==> src/rtl/vending_pkg.sv <==
// Shared vending definitions: coin denominations, one-hot indices and the
// change dispenser state encoding.
package vending_pkg;

    localparam int AMT_W_DEFAULT = 8;

    localparam int unsigned DENOM_1  = 1;
    localparam int unsigned DENOM_5  = 5;
    localparam int unsigned DENOM_10 = 10;
    localparam int unsigned DENOM_20 = 20;
    localparam int unsigned DENOM_50 = 50;

    // Bit positions inside the one-hot denomination vector (MSB = 50).
    localparam int IDX_1  = 0;
    localparam int IDX_5  = 1;
    localparam int IDX_10 = 2;
    localparam int IDX_20 = 3;
    localparam int IDX_50 = 4;

    typedef enum logic [2:0] {
        CD_IDLE     = 3'd0,
        CD_SELECT   = 3'd1,
        CD_WAIT_ACK = 3'd2,
        CD_DONE     = 3'd3,
        CD_FAULT    = 3'd4
    } cd_state_e;

    function automatic int unsigned denom_value(input logic [4:0] onehot);
        int unsigned v;
        v = 0;
        if (onehot[IDX_50]) v = DENOM_50;
        if (onehot[IDX_20]) v = DENOM_20;
        if (onehot[IDX_10]) v = DENOM_10;
        if (onehot[IDX_5])  v = DENOM_5;
        if (onehot[IDX_1])  v = DENOM_1;
        return v;
    endfunction

endpackage

==> src/rtl/change_dispenser_denom_select.sv <==
// Combinational greedy picker: largest denomination not exceeding the amount,
// as a one-hot vector plus its value. Zero in gives zero out.
module denom_select
    import vending_pkg::*;
#(
    parameter int AMT_W = AMT_W_DEFAULT
) (
    input  logic [AMT_W-1:0] remaining_i,
    output logic [4:0]       denom_o,
    output logic [AMT_W-1:0] value_o
);

    logic [31:0] rem_w;

    always_comb begin
        rem_w   = 32'(remaining_i);
        denom_o = '0;
        value_o = '0;
        if (rem_w >= DENOM_50) begin
            denom_o[IDX_50] = 1'b1;
            value_o         = AMT_W'(DENOM_50);
        end else if (rem_w >= DENOM_20) begin
            denom_o[IDX_20] = 1'b1;
            value_o         = AMT_W'(DENOM_20);
        end else if (rem_w >= DENOM_10) begin
            denom_o[IDX_10] = 1'b1;
            value_o         = AMT_W'(DENOM_10);
        end else if (rem_w >= DENOM_5) begin
            denom_o[IDX_5] = 1'b1;
            value_o        = AMT_W'(DENOM_5);
        end else if (rem_w >= DENOM_1) begin
            denom_o[IDX_1] = 1'b1;
            value_o        = AMT_W'(DENOM_1);
        end
    end

endmodule

==> src/rtl/change_dispenser.sv <==
// Pays out a change amount one denomination per disp_valid/disp_ack handshake.
// Define CHANGE_TALLY_EN to add the per-denomination issue counters and tally port.
module change_dispenser
    import vending_pkg::*;
#(
    parameter int AMT_W   = AMT_W_DEFAULT,
    parameter int TIMEOUT = 1_000_000
) (
    input  logic               sys_clk,
    input  logic               sys_rst_n,
    input  logic               start,
    input  logic [AMT_W-1:0]   change_amt,
    input  logic               abort,
    output logic               busy,
    output logic               done,
    output logic               fault,
    output logic               disp_valid,
    output logic [4:0]         disp_denom,
    input  logic               disp_ack,
    output logic [AMT_W-1:0]   remaining,
`ifdef CHANGE_TALLY_EN
    output logic [5*AMT_W-1:0] tally,
`endif
    output logic [2:0]         dbg_state
);

    localparam int TMO_W = $clog2(TIMEOUT);

    // Handshake: an item transfers on any rising edge where disp_valid and
    // disp_ack are both high; disp_denom is held stable while disp_valid is high.
    cd_state_e         state_q, state_d;
    logic [AMT_W-1:0]  remaining_q;
    logic [4:0]        disp_denom_q;
    logic              disp_valid_q;
    logic              busy_q;
    logic              done_q;
    logic              fault_q;
    logic [TMO_W-1:0]  tmo_q;

    logic [4:0]        sel_denom;
    logic [AMT_W-1:0]  sel_value;
    logic              start_ok;
    logic              ack_take;
    logic              tmo_hit;
    logic [AMT_W-1:0]  rem_after;

    denom_select #(.AMT_W(AMT_W)) u_denom_select (
        .remaining_i (remaining_q),
        .denom_o     (sel_denom),
        .value_o     (sel_value)
    );

    always_comb begin
        start_ok  = start && (state_q == CD_IDLE || state_q == CD_FAULT);
        ack_take  = (state_q == CD_WAIT_ACK) && disp_ack;
        tmo_hit   = (state_q == CD_WAIT_ACK) && !disp_ack
                    && (tmo_q == TMO_W'(TIMEOUT - 1));
        rem_after = remaining_q - AMT_W'(denom_value(disp_denom_q));

        state_d = state_q;
        case (state_q)
            CD_IDLE: begin
                if (start_ok) state_d = (change_amt != '0) ? CD_SELECT : CD_DONE;
            end
            CD_FAULT: begin
                if (start_ok)   state_d = (change_amt != '0) ? CD_SELECT : CD_DONE;
                else if (abort) state_d = CD_IDLE;
            end
            CD_SELECT: begin
                state_d = abort ? CD_IDLE : CD_WAIT_ACK;
            end
            CD_WAIT_ACK: begin
                // An ack in the abort cycle still counts; abort only decides where we go.
                if (ack_take) begin
                    if (abort)                state_d = CD_IDLE;
                    else if (rem_after != '0) state_d = CD_SELECT;
                    else                      state_d = CD_DONE;
                end else if (abort) begin
                    state_d = CD_IDLE;
                end else if (tmo_hit) begin
                    state_d = CD_FAULT;
                end
            end
            CD_DONE: begin
                state_d = CD_IDLE;
            end
            default: state_d = CD_IDLE;
        endcase
    end

    always_ff @(posedge sys_clk or negedge sys_rst_n) begin
        if (!sys_rst_n) begin
            state_q      <= CD_IDLE;
            remaining_q  <= '0;
            disp_denom_q <= '0;
            disp_valid_q <= 1'b0;
            busy_q       <= 1'b0;
            done_q       <= 1'b0;
            fault_q      <= 1'b0;
            tmo_q        <= '0;
        end else begin
            state_q      <= state_d;
            busy_q       <= (state_d == CD_SELECT) || (state_d == CD_WAIT_ACK)
                            || (state_d == CD_DONE);
            fault_q      <= (state_d == CD_FAULT);
            disp_valid_q <= (state_d == CD_WAIT_ACK);
            // done follows the DONE state by one cycle so an abort there can cancel it.
            done_q       <= (state_q == CD_DONE) && !abort;

            if (state_q == CD_SELECT && state_d == CD_WAIT_ACK)
                disp_denom_q <= sel_denom;
            else if (state_d != CD_WAIT_ACK)
                disp_denom_q <= '0;

            if (start_ok)
                remaining_q <= change_amt;
            else if (ack_take)
                remaining_q <= rem_after;

            if (state_q == CD_WAIT_ACK && state_d == CD_WAIT_ACK)
                tmo_q <= tmo_q + TMO_W'(1);
            else
                tmo_q <= '0;
        end
    end

`ifdef CHANGE_TALLY_EN
    logic [AMT_W-1:0] tally_q [5];

    always_ff @(posedge sys_clk or negedge sys_rst_n) begin
        if (!sys_rst_n) begin
            for (int i = 0; i < 5; i++) tally_q[i] <= '0;
        end else if (start_ok) begin
            for (int i = 0; i < 5; i++) tally_q[i] <= '0;
        end else if (ack_take) begin
            for (int i = 0; i < 5; i++) begin
                if (disp_denom_q[i] && (tally_q[i] != {AMT_W{1'b1}}))
                    tally_q[i] <= tally_q[i] + AMT_W'(1);
            end
        end
    end

    for (genvar g = 0; g < 5; g++) begin : g_tally
        assign tally[g*AMT_W +: AMT_W] = tally_q[g];
    end
`endif

    assign busy       = busy_q;
    assign done       = done_q;
    assign fault      = fault_q;
    assign disp_valid = disp_valid_q;
    assign disp_denom = disp_denom_q;
    assign remaining  = remaining_q;
    assign dbg_state  = state_q;

endmodule
==> config.mk <==
export PLATFORM = sky130hd
export DESIGN_NAME = change_dispenser
export DESIGN_NICKNAME = d
export VERILOG_FILES = /design/src/rtl/vending_pkg.sv /design/src/rtl/change_dispenser_denom_select.sv /design/src/rtl/change_dispenser.sv
export SDC_FILE = /design/constraint.sdc
export NUM_CORES = 1
export LEC_CHECK = 0
export BUFFER_PORTS_ARGS = -buffer_cell sky130_fd_sc_hd__buf_4
export CAP_MARGIN = 20
export CORE_MARGIN = 3
export CORE_UTILIZATION = 35
export CTS_CLUSTER_SIZE = 16
export DETAILED_ROUTE_END_ITERATION = 8
export GPL_TIMING_DRIVEN = 0
export SYNTH_ARGS = -nofsm -noshare
export SYNTH_HDL_FRONTEND = slang
export SYNTH_SLANG_ARGS = --single-unit
==> constraint.sdc <==
create_clock -name sys_clk -period 4.2 [get_ports sys_clk]
set_input_delay 1.05 -clock sys_clk [delete_from_list [all_inputs] [get_ports sys_clk]]
set_output_delay 1.05 -clock sys_clk [all_outputs]
set_load 0.02 [all_outputs]
==> results.md, run 1 <==
- Post-synth EDFFs: 0
- WP depth: 8
- Worst setup EP type: flop
- Worst path slowest cell: a2111oi_0
- Worst Slack Setup Final: 1.64 ns
- Crit-path cells: nor2b_1 -> o21ai_0 -> ha_1 -> nand2b_1 -> nand2b_1 -> a211o_1 -> a2111oi_0 -> a31o_2
- DRC violation count after routing: 0
- # setup viols final: 0
- Status: finished, final reports clean
- Worst r2r path cells: 8
- Reg-to-reg endpoint: dbg_state[1]$_DFF_PN0_
- Core footprint: 0.00653 sq mm
- Reg2Reg Setup Slack: 1.64 ns
- First-pass GRT wire length: 9.76 mm
- Port bufs: 32
- Crit path time final: 2.56 ns
- Maxcap violations: 0
- # IOs: 33
- Starting DRT DRC Count: 121
- Largest net degree at the start of global routing: 41
- Commonest cells after routing, fill and taps aside: dfrtp_1 (40), nor2_1 (34), buf_4 (33)
- Max incr delay on CP: 0.53 ns
- Die area: 0.00796 sq mm
- Number of global-route vias before repair: 2,004
- Netlist cell types: 61
- Fmax: 0.391 GHz
- Initial core utilization: 37.1%
- Maximum VDD drop: 0.168 mV
- Htree depth: 2
- Max Slew Vio Count: 0
- Synth Instances: 257
- Critical path buffer and inverter count: 0
- Top_reg_cell synth: dfrtp_1
- CP max FO: 4
- Clk sinks: 40
- Crit path capture: dbg_state[1]$_DFF_PN0_
- Wire length per cell: 15.8 um
- Relative slew slack: 59.6%
- Vias: 2,050
- Clk Latency, worst-skew pair: 0.29 ns
- Register area share after synthesis: 41.3%
- Syn_nets: 278
- Layout area overhead: 18.9%
- Drt total wl: 5.93 mm
- Avg Cell Area, Syn: 9.44 sq um
- Post-route ant nets: 0
- Seq cells post-synth: 40
- Most frequent cell on the critical path: nand2b_1
- Detail Placement HPWL: 4.44 mm
- Post-synth ARST share: 100%
- Rows: 29
- CP Class: flop to flop
- Final nets: 317
- Crit share post-route: 60.9%
- Pwr/cell area: 452 mW/mm^2
- Antenna violations before repair: 0
- Diodes inserted: 0
- First-pass DRT Iterations: 4
- Final GP Congestion: 0.881
- Critical Path RT: 4.44 ns
- CP Launch Type: flop
- Hold Crit Class: flop to flop
- Fraction of layout cells with a size suffix above 1: 20.2%
- RSZ-0062 raised after global routing: no
- Grt total ovfl: 0
- Setup TNS Final: 0 ns
- Die height: 89.2 um
- # resized after CTS: 0
- Critical Path AT: 2.79 ns
- CP delay by family, top: compound AO/OA/AOI/OAI gates
- Pin slew with the least headroom to its limit: 0.603 ns
- Pre-CTS WS: 1.53 ns
- Final hold violation count: 0
- Synth warn: 0
- Num CTS Buffers: 5
- Commonest non-fill, non-tap cell in the layout: dfrtp_1
- Origin of the critical flop-to-flop path: disp_denom[4]$_DFFE_PN0P_
- Mapped cell area: 0.00242 sq mm
- Vias per inst: 5.48
- Setup Skew: 0.00821 ns
- Worst setup startpoint: disp_denom[4]$_DFFE_PN0P_
- Postcts setup bufs: 0
- Gr usage total: 15.9%
- Max clock buf depth: 2
- Pleak: 1.24 nW
- Worst hold start: tmo_q[0]$_DFF_PN0_
- Clock-pin slew on the worst setup and hold paths: 0.08 ns
- CTS Root Cell: clkbuf_8
- Die Span X: 89.2 um
- Hold buffer count at cts: 0
- TritonCTS clock tree: yes
[worst min path at each step]
stage | endpoint | cells past startpoint | slack, ns
final | tmo_q[0]$_DFF_PN0_ | 1 | 0.52
after global routing | tmo_q[0]$_DFF_PN0_ | 1 | 0.55
after CTS | tmo_q[0]$_DFF_PN0_ | 1 | 0.52
after detailed placement | tmo_q[0]$_DFF_PN0_ | 1 | 0.50
after global placement | tmo_q[0]$_DFF_PN0_ | 1 | 0.51
after floorplan | tmo_q[0]$_DFF_PN0_ | 1 | 0.47
[state kept, by name (all words and copies together) (netlist names)]
signal,cells
remaining,8
done,1
disp_denom,5
busy,1
dbg_state,3
tmo_q,20
disp_valid,1
fault,1
[Yosys cell counts, types with 3 or more instances]
cell	instances	area [sq um]
dfrtp_1	40	1000
nor2_1	34	128
nand2_1	15	56.3
o21ai_0	12	60.1
nand3_1	11	55.1
xor2_1	11	96.3
nor3_1	9	45.0
xnor2_1	9	78.8
clkbuf_1	8	30.0
ha_1	7	87.6
inv_1	7	26.3
nand4_1	7	43.8
a22oi_1	6	45.0
a21oi_1	5	25.0
nand2b_1	4	25.0
nor2b_1	4	25.0
a211oi_1	3	22.5
a22o_2	3	30.0
nor4_1	3	18.8
or4_1	3	22.5
[worst register-to-register path, delay by kind of cell (launching register included)]
family                     cells  cell delay [ns]
AOI/OAI and AO/OA              4             1.39
adders and majority gates      1             0.31
DFF                            1             0.43
and+or+nand+nor                3             0.36
[power breakdown]
part | leakage (nW) | internal [mW] | switching (mW) | total, mW
Clock | 0.0614 | 0.194 | 0.142 | 0.336
Sequential | 0.538 | 0.417 | 0.0545 | 0.472
Combinational | 0.640 | 0.208 | 0.288 | 0.496
Total | 1.24 | 0.819 | 0.485 | 1.30
[cell type report]
class / instances / area, sq um
clock buffers: 6 / 82.6
flip-flops and latches: 40 / 1000
multi-input cells: 199 / 1350
inverters: 7 / 26.3
well taps: 77 / 96.3
plain buffers: 11 / 47.5
fillers: 655 / 3650
repair buffers: 32 / 240
clock inverters: 2 / 38.8
[per-layer routing]
| metal | global-route usage [%] | wire, um | vias to the layer above |
|---|---|---|---|
| li1 | - | - | 1015 |
| met1 | 21.8 | 2790 | 975 |
| met2 | 25.2 | 2750 | 50 |
| met3 | 3.23 | 292 | 10 |
| met4 | 5.01 | 89 | 0 |
| met5 | 0 | 0 | - |
[kinds of logic after synthesis]
logic type               after synthesis  share of synthesized area (%)
multiplexers                           1                          0.413
buffers and inverters                 18                           3.04
adder cells (fa/ha/maj)                8                           4.44
XOR/XNOR                              20                           7.22
AND/OR/NAND/NOR                      124                           30.0
flip-flops                            40                           41.3
AO/OA/AOI/OAI                         46                           13.6
[stage by stage]
step	hold WS [ns]	total power [mW]	util, %	instance area [sq um]	std cells
2_1_floorplan	0.467	0.805	-	2420	257
3_3_place_gp	0.509	0.968	42.3	2760	366
3_5_place_dp	0.504	0.973	42.3	2760	366
4_1_cts	0.519	1.31	44.1	2880	374
5_1_grt	0.546	1.39	44.1	2880	374
6_report	0.519	1.30	44.1	2880	374
(Power assumes the default switching activity.)
==> run 2: changes to the inputs <==
==> constraint.sdc (replaced) <==
create_clock -name sys_clk -period 2.2 [get_ports sys_clk]
set_input_delay 0.55 -clock sys_clk [delete_from_list [all_inputs] [get_ports sys_clk]]
set_output_delay 0.55 -clock sys_clk [all_outputs]
set_load 0.02 [all_outputs]
==> run 2 against run 1 <==
The run now ends with setup timing left; hold slack got worse by 0.29 ns; setup slack worse by 1.7 ns; clock power up 77%; critical path depth is 2 higher; critical path type unchanged; largest cell class unchanged; highest routed layer unchanged.
==> results.md, run 2 (synthesized netlist as in run 1, its figures left out) <==
- CP max FO: 5 (+1)
- Critical Path RT: 2.38 ns (-2.06 ns)
- Design Power: 2.77 mW (+110%)
- Die area: 0.00796 sq mm (unchanged)
- Global routing usage on met3: 2.95% (-0.28 points)
- Final GP Congestion: 0.866 (-1.7%)
- Commonest non-fill, non-tap cell in the layout: buf_4
- Worst Slack Setup Final: -0.0389 ns (-1.68 ns)
- Crit path time final: 2.24 ns (-0.319 ns)
- Num CTS Buffers: 5 (unchanged)
- Rows: 29 (unchanged)
- Worst setup EP type: flop
- Post-route ant nets: 0 (unchanged)
- Pleak: 1.29 nW (+3.8%)
- Placed insts: 366 (unchanged)
- First-pass GRT wire length: 10.3 mm (+5.7%)
- Critical Path AT: 2.42 ns (-0.37 ns)
- Diodes inserted: 0 (unchanged)
- Max reg flops: 20 (unchanged)
- Pin slew with the least headroom to its limit: 0.641 ns (+0.0378 ns)
- Detail Placement HPWL: 4.36 mm (-1.8%)
- Core footprint: 0.00653 sq mm (unchanged)
- Vias: 2,129 (+3.9%)
- Pwr/cell area: 893 mW/mm^2 (+98%)
- First-pass DRT Iterations: 4 (unchanged)
- TritonCTS clock tree: yes
- Clk sinks: 40 (unchanged)
- Layout area overhead: 27.7%
- Commonest cells after routing, fill and taps aside: buf_4 (38), dfrtp_1 (36), nor2_1 (32)
- Fin Hold WS: 0.229 ns (-0.291 ns)
- Fraction of layout cells with a size suffix above 1: 31.4% (+11 points)
- Max Slew Vio Count: 0 (unchanged)
- Met2 usage in global routing: 27.9% (+2.7 points)
- Final nets: 323 (+1.9%)
- Post-route cell area: 0.00310 sq mm (+7.4%)
- # IOs: 33 (unchanged)
- # setup viols final: 1 (+1)
- GR peak layer: met2
- Max clock buf depth: 2 (unchanged)
- Initial core utilization: 37.1% (unchanged)
- CP Class: flop to flop
- Largest net degree at the start of global routing: 41 (unchanged)
- Pre-CTS WS: -0.220 ns (-1.75 ns)
- CP Launch Type: flop
- Status: finished, violations left
- Instance area at placement: 0.00277 sq mm (+0.27%)
- RSZ-0062 raised after global routing: yes
- Core Util, Final: 47.4% (+3.3 points)
- Maximum VDD drop: 0.252 mV (+50%)
- Clock-pin slew on the worst setup and hold paths: 0.09 ns (about the same)
- Setup TNS Final: -0.0389 ns (-0.0389 ns)
- Maxcap violations: 0 (unchanged)
- Fill cells: 632 (-3.5%)
- Final hold violation count: 0 (unchanged)
- Failing checks: setup timing
- Relative slew slack: 57.1% (-2.5 points)
- Htree depth: 2 (unchanged)
- Grt total ovfl: 0 (unchanged)
- Met1 GRT Util: 22.5% (+0.75 points)
- Drt total wl: 6.20 mm (+4.7%)
- Port bufs: 32 (unchanged)
- Vias per inst: 5.60 (+2.2%)
- Die Span X: 89.2 um (unchanged)
- Wire length per cell: 16.3 um (+3.0%)
- Reg with most FFs: tmo_q
- DRC violation count after routing: 0 (unchanged)
- Hold Crit Class: primary input to asynchronous set/reset pin
- Hold buffer count at cts: 0 (unchanged)
- Fmax: 0.447 GHz (+14%)
- Non-Filler Instances: 380 (+1.6%)
- Die height: 89.2 um (unchanged)
- Number of global-route vias before repair: 2,076 (+3.6%)
- Crit share post-route: 102% (+41 points)
- Antenna violations before repair: 0 (unchanged)
- CTS Root Cell: clkbuf_8
- Starting DRT DRC Count: 186 (+54%)
- Gr usage total: 16.7% (+0.82 points)
- Setup Skew: 0.0116 ns (+0.00341 ns)
- Clk Latency, worst-skew pair: 0.29 ns (about the same)
==> run 2: power by group <==
part	switching, mW	internal, mW	leakage, nW
Clock	0.259	0.336	0.0541
Combinational	0.692	0.570	0.701
Sequential	0.112	0.797	0.531
Total	1.06	1.70	1.29
==> run 2: path summary, 6_finish.rpt <==
check,to,cells after the start,from,slack [ns]
setup / recovery,dbg_state[1]$_DFF_PN0_,10,disp_denom[1]$_DFFE_PN0P_,-0.04
hold / removal,busy$_DFF_PN0_,1,sys_rst_n,0.23
setup reg to reg,dbg_state[1]$_DFF_PN0_,10,disp_denom[1]$_DFFE_PN0P_,-0.04
hold reg to reg,tmo_q[0]$_DFF_PN0_,1,tmo_q[0]$_DFF_PN0_,0.51
max in group asynchronous,disp_denom[0]$_DFFE_PN0P_,1,sys_rst_n,1.60
min in group sys_clk,fault$_DFF_PN0_,2,abort,0.45
==> run 2: area by class of cell <==
class	count	area, sq um	area share, %
clock inverter	3	42.5	1.37
multi-input combinational	199	1510	48.8
clock buffer	5	68.8	2.22
inverter	7	26.3	0.848
timing repair buffer	38	285	9.21
sequential	40	1010	32.5
tap	77	96.3	3.11
buffer	11	58.8	1.90
==> run 2: worst max-delay path, stage by stage, from the launching register on <==
cell and delay [ns]:
dfrtp_2 0.44, nor2_4 0.14, inv_2 0.08, nor2_4 0.10, nand2_2 0.08, ha_4 0.25, buf_8 0.13, or4_4 0.54
o2111ai_4 0.09, nor3_2 0.07, a31o_2 0.20
==> run 2: what timing repair did <==
item / in CTS / in global routing
pin swaps: 6 / 7
buffers inserted: 4 / 1
setup endpoints to repair: 4 / 4
gates resized for setup: 21 / 21
cloned: 1 / 0
==> run 2: per-layer routing <==
layer / vias to the layer above / part of all wire [%]
li1: 1032 / -
met1: 1033 / 46
met2: 52 / 48
met3: 12 / 4.2
met4: 0 / 1.5
met5: - / 0
==> run 3: changes to the inputs <==
--- a/config.mk
+++ b/config.mk
@@ -12,6 +12,7 @@
 export CTS_CLUSTER_SIZE = 16
 export DETAILED_ROUTE_END_ITERATION = 8
 export GPL_TIMING_DRIVEN = 0
+export RECOVER_POWER = 50
 export SYNTH_ARGS = -nofsm -noshare
 export SYNTH_HDL_FRONTEND = slang
 export SYNTH_SLANG_ARGS = --single-unit
==> run 3 against run 2 <==
The flow still finishes with violations (setup timing); largest cell class unchanged; clock power about the same; critical path depth unchanged; combinational power about the same; fmax up 0.16%; final area down 0.93%; critical endpoint unchanged; clock skew about the same.
==> results.md, run 3 (synthesized netlist as in run 1, its figures left out) <==
- Status: finished, violations left
- Failing checks: setup timing
- Pleak: 1.26 nW (-2.2%)
- Vias: 2,120 (-0.42%)
- Hold Crit Class: primary input to asynchronous set/reset pin
- Core Util, Final: 47.0% (-0.44 points)
- Commonest non-fill, non-tap cell in the layout: dfrtp_1
- Critical Path AT: 2.42 ns (about the same)
- RSZ-0062 raised after global routing: yes
- Antenna violations before repair: 0 (unchanged)
- Crit share post-route: 102% (-0.16 points)
- Reg with most FFs: tmo_q
- Placed insts: 366 (unchanged)
- Net Sw Power: 1.07 mW (+0.22%)
- Setup TNS Final: -0.0354 ns (+0.00348 ns)
- Internal: 1.69 mW (-0.99%)
- First-pass DRT Iterations: 4 (unchanged)
- Clk Latency, worst-skew pair: 0.29 ns (about the same)
- TritonCTS clock tree: yes
- Rows: 29 (unchanged)
- Sequential cell area: 0.00101 sq mm (unchanged)
- Final GP Congestion: 0.866 (unchanged)
- Initial core utilization: 37.1% (unchanged)
- Footprint of the multi-input gates: 0.00151 sq mm (unchanged)
- Commonest cells after routing, fill and taps aside: dfrtp_1 (36), nor2_1 (32), buf_4 (30)
- Gr usage total: 16.7% (unchanged)
- # IOs: 33 (unchanged)
- Final hold violation count: 0 (unchanged)
- Fill cells: 642 (+1.6%)
- Die Span X: 89.2 um (unchanged)
- Max Slew Vio Count: 0 (unchanged)
- Comb power frac: 45.3% (-0.3 points)
- Die area: 0.00796 sq mm (unchanged)
- Core footprint: 0.00653 sq mm (unchanged)
- Sequential power share: 33.1% (+0.2 points)
- Worst Slack Setup Final: -0.0354 ns (+0.00348 ns)
- Reg2Reg Setup Slack: -0.04 ns (about the same)
- Fmax: 0.447 GHz (+0.16%)
- Die height: 89.2 um (unchanged)
- Port bufs: 32 (unchanged)
- Clk sinks: 40 (unchanged)
- CTS Root Cell: clkbuf_8
- Detail Placement HPWL: 4.36 mm (unchanged)
- Post-route ant nets: 0 (unchanged)
- Crit path time final: 2.24 ns (-0.00348 ns)
- CP max FO: 5 (unchanged)
- Relative slew slack: 32.4% (-25 points)
- Pin slew with the least headroom to its limit: 1.01 ns (+0.373 ns)
- DRC violation count after routing: 0 (unchanged)
- Htree depth: 2 (unchanged)
- Grt total ovfl: 0 (unchanged)
- # setup viols final: 1 (unchanged)
- Clock-pin slew on the worst setup and hold paths: 0.09 ns (about the same)
- Starting DRT DRC Count: 145 (-22%)
- First-pass GRT wire length: 10.3 mm (unchanged)
- Maximum VDD drop: 0.252 mV (-0.24%)
- Pwr/cell area: 897 mW/mm^2 (+0.41%)
- Drt total wl: 6.23 mm (+0.39%)
- Layout area overhead: 26.5%
- Setup Skew: 0.0113 ns (-0.000331 ns)
- Fraction of layout cells with a size suffix above 1: 29.0% (-2.3 points)
- Largest net degree at the start of global routing: 41 (unchanged)
- CP Launch Type: flop
- Max reg flops: 20 (unchanged)
- Instance area at placement: 0.00277 sq mm (unchanged)
- Num CTS Buffers: 5 (unchanged)
- Wire length per cell: 16.4 um (+0.39%)
- Diodes inserted: 0 (unchanged)
- Post-route cell area: 0.00307 sq mm (-0.93%)
- Critical Path RT: 2.38 ns (about the same)
- Maxcap violations: 0 (unchanged)
- Worst setup EP type: flop
- Final nets: 323 (unchanged)
- Vias per inst: 5.58 (-0.42%)
- Hold buffer count at cts: 0 (unchanged)
- Non-Filler Instances: 380 (unchanged)
- Max clock buf depth: 2 (unchanged)
- CP Class: flop to flop
- Clock Power Share: 21.6% (about the same)
- Number of global-route vias before repair: 2,076 (unchanged)
- Net Sw Frac: 38.7% (+0.29 points)
==> run 3: changes by cell type in the layout (fill, tap and decap cells not counted) <==
cell / before / now
clkbuf_1: 7 / 14
buf_4: 38 / 30
clkbuf_2: 0 / 1
==> run 3: repair_timing <==
item | in CTS | in global routing
resized for setup | 21 | 21
gates cloned | 1 | 0
endpoints found under the setup margin | 4 | 4
buffers inserted | 4 | 1
pin swaps | 6 | 7
==> run 3: critical path, stage by stage, from the launching register on <==
cell       delay (ns)
dfrtp_2          0.44
nor2_4           0.14
inv_2            0.08
nor2_4           0.10
nand2_2          0.08
ha_4             0.25
buf_8            0.13
or4_4            0.54
o2111ai_4        0.09
nor3_2           0.07
a31o_2           0.20
==> run 3: power groups by stage <==
stage	clock, mW	combinational (mW)	sequential (mW)
2_1_floorplan	0	0.585	0.960
3_3_place_gp	0	0.943	0.917
3_5_place_dp	0	0.947	0.917
4_1_cts	0.613	1.09	0.906
5_1_grt	0.639	1.37	0.923
6_report	0.596	1.25	0.910
==> run 3: worst paths after layout <==
| check | startpoint | end | cells after the start |
|---|---|---|---|
| max reg2reg | disp_denom[1]$_DFFE_PN0P_ | dbg_state[1]$_DFF_PN0_ | 10 |
| min | sys_rst_n | disp_denom[1]$_DFFE_PN0P_ | 1 |
| max in group asynchronous | sys_rst_n | disp_denom[0]$_DFFE_PN0P_ | 1 |
| min in group sys_clk | abort | fault$_DFF_PN0_ | 2 |
| max | disp_denom[1]$_DFFE_PN0P_ | dbg_state[1]$_DFF_PN0_ | 10 |
| min reg2reg | tmo_q[0]$_DFF_PN0_ | tmo_q[0]$_DFF_PN0_ | 1 |
==> run 3: layer usage <==
| metal | global-route usage, % | share of wire, % | vias up |
|---|---|---|---|
| met3 | 2.95 | 4.5 | 11 |
| li1 | - | - | 1031 |
| met5 | 0 | 0 | - |
| met4 | 3.92 | 1.4 | 0 |
| met2 | 27.9 | 49 | 53 |
| met1 | 22.5 | 45 | 1025 |
==> run 3: per-stage QoR <==
step           power [mW]  setup slack, ns  hold slack [ns]
4_1_cts              2.61          -0.0580            0.242
3_5_place_dp         1.86           -0.220            0.496
2_1_floorplan        1.55          -0.0517            0.254
6_report             2.75          -0.0354            0.420
3_3_place_gp         1.86           -0.275            0.497
5_1_grt              2.93           -0.128            0.447
==> run 3: cell type report <==
cell class	instances	share of cell area [%]
Clock inverter	3	1.39
Sequential cell	40	32.8
Timing Repair Buffer	38	8.36
Multi-Input combinational cell	199	49.3
Clock buffer	5	2.24
Inverter	7	0.856
Tap cell	77	3.14
Buffer	11	1.92
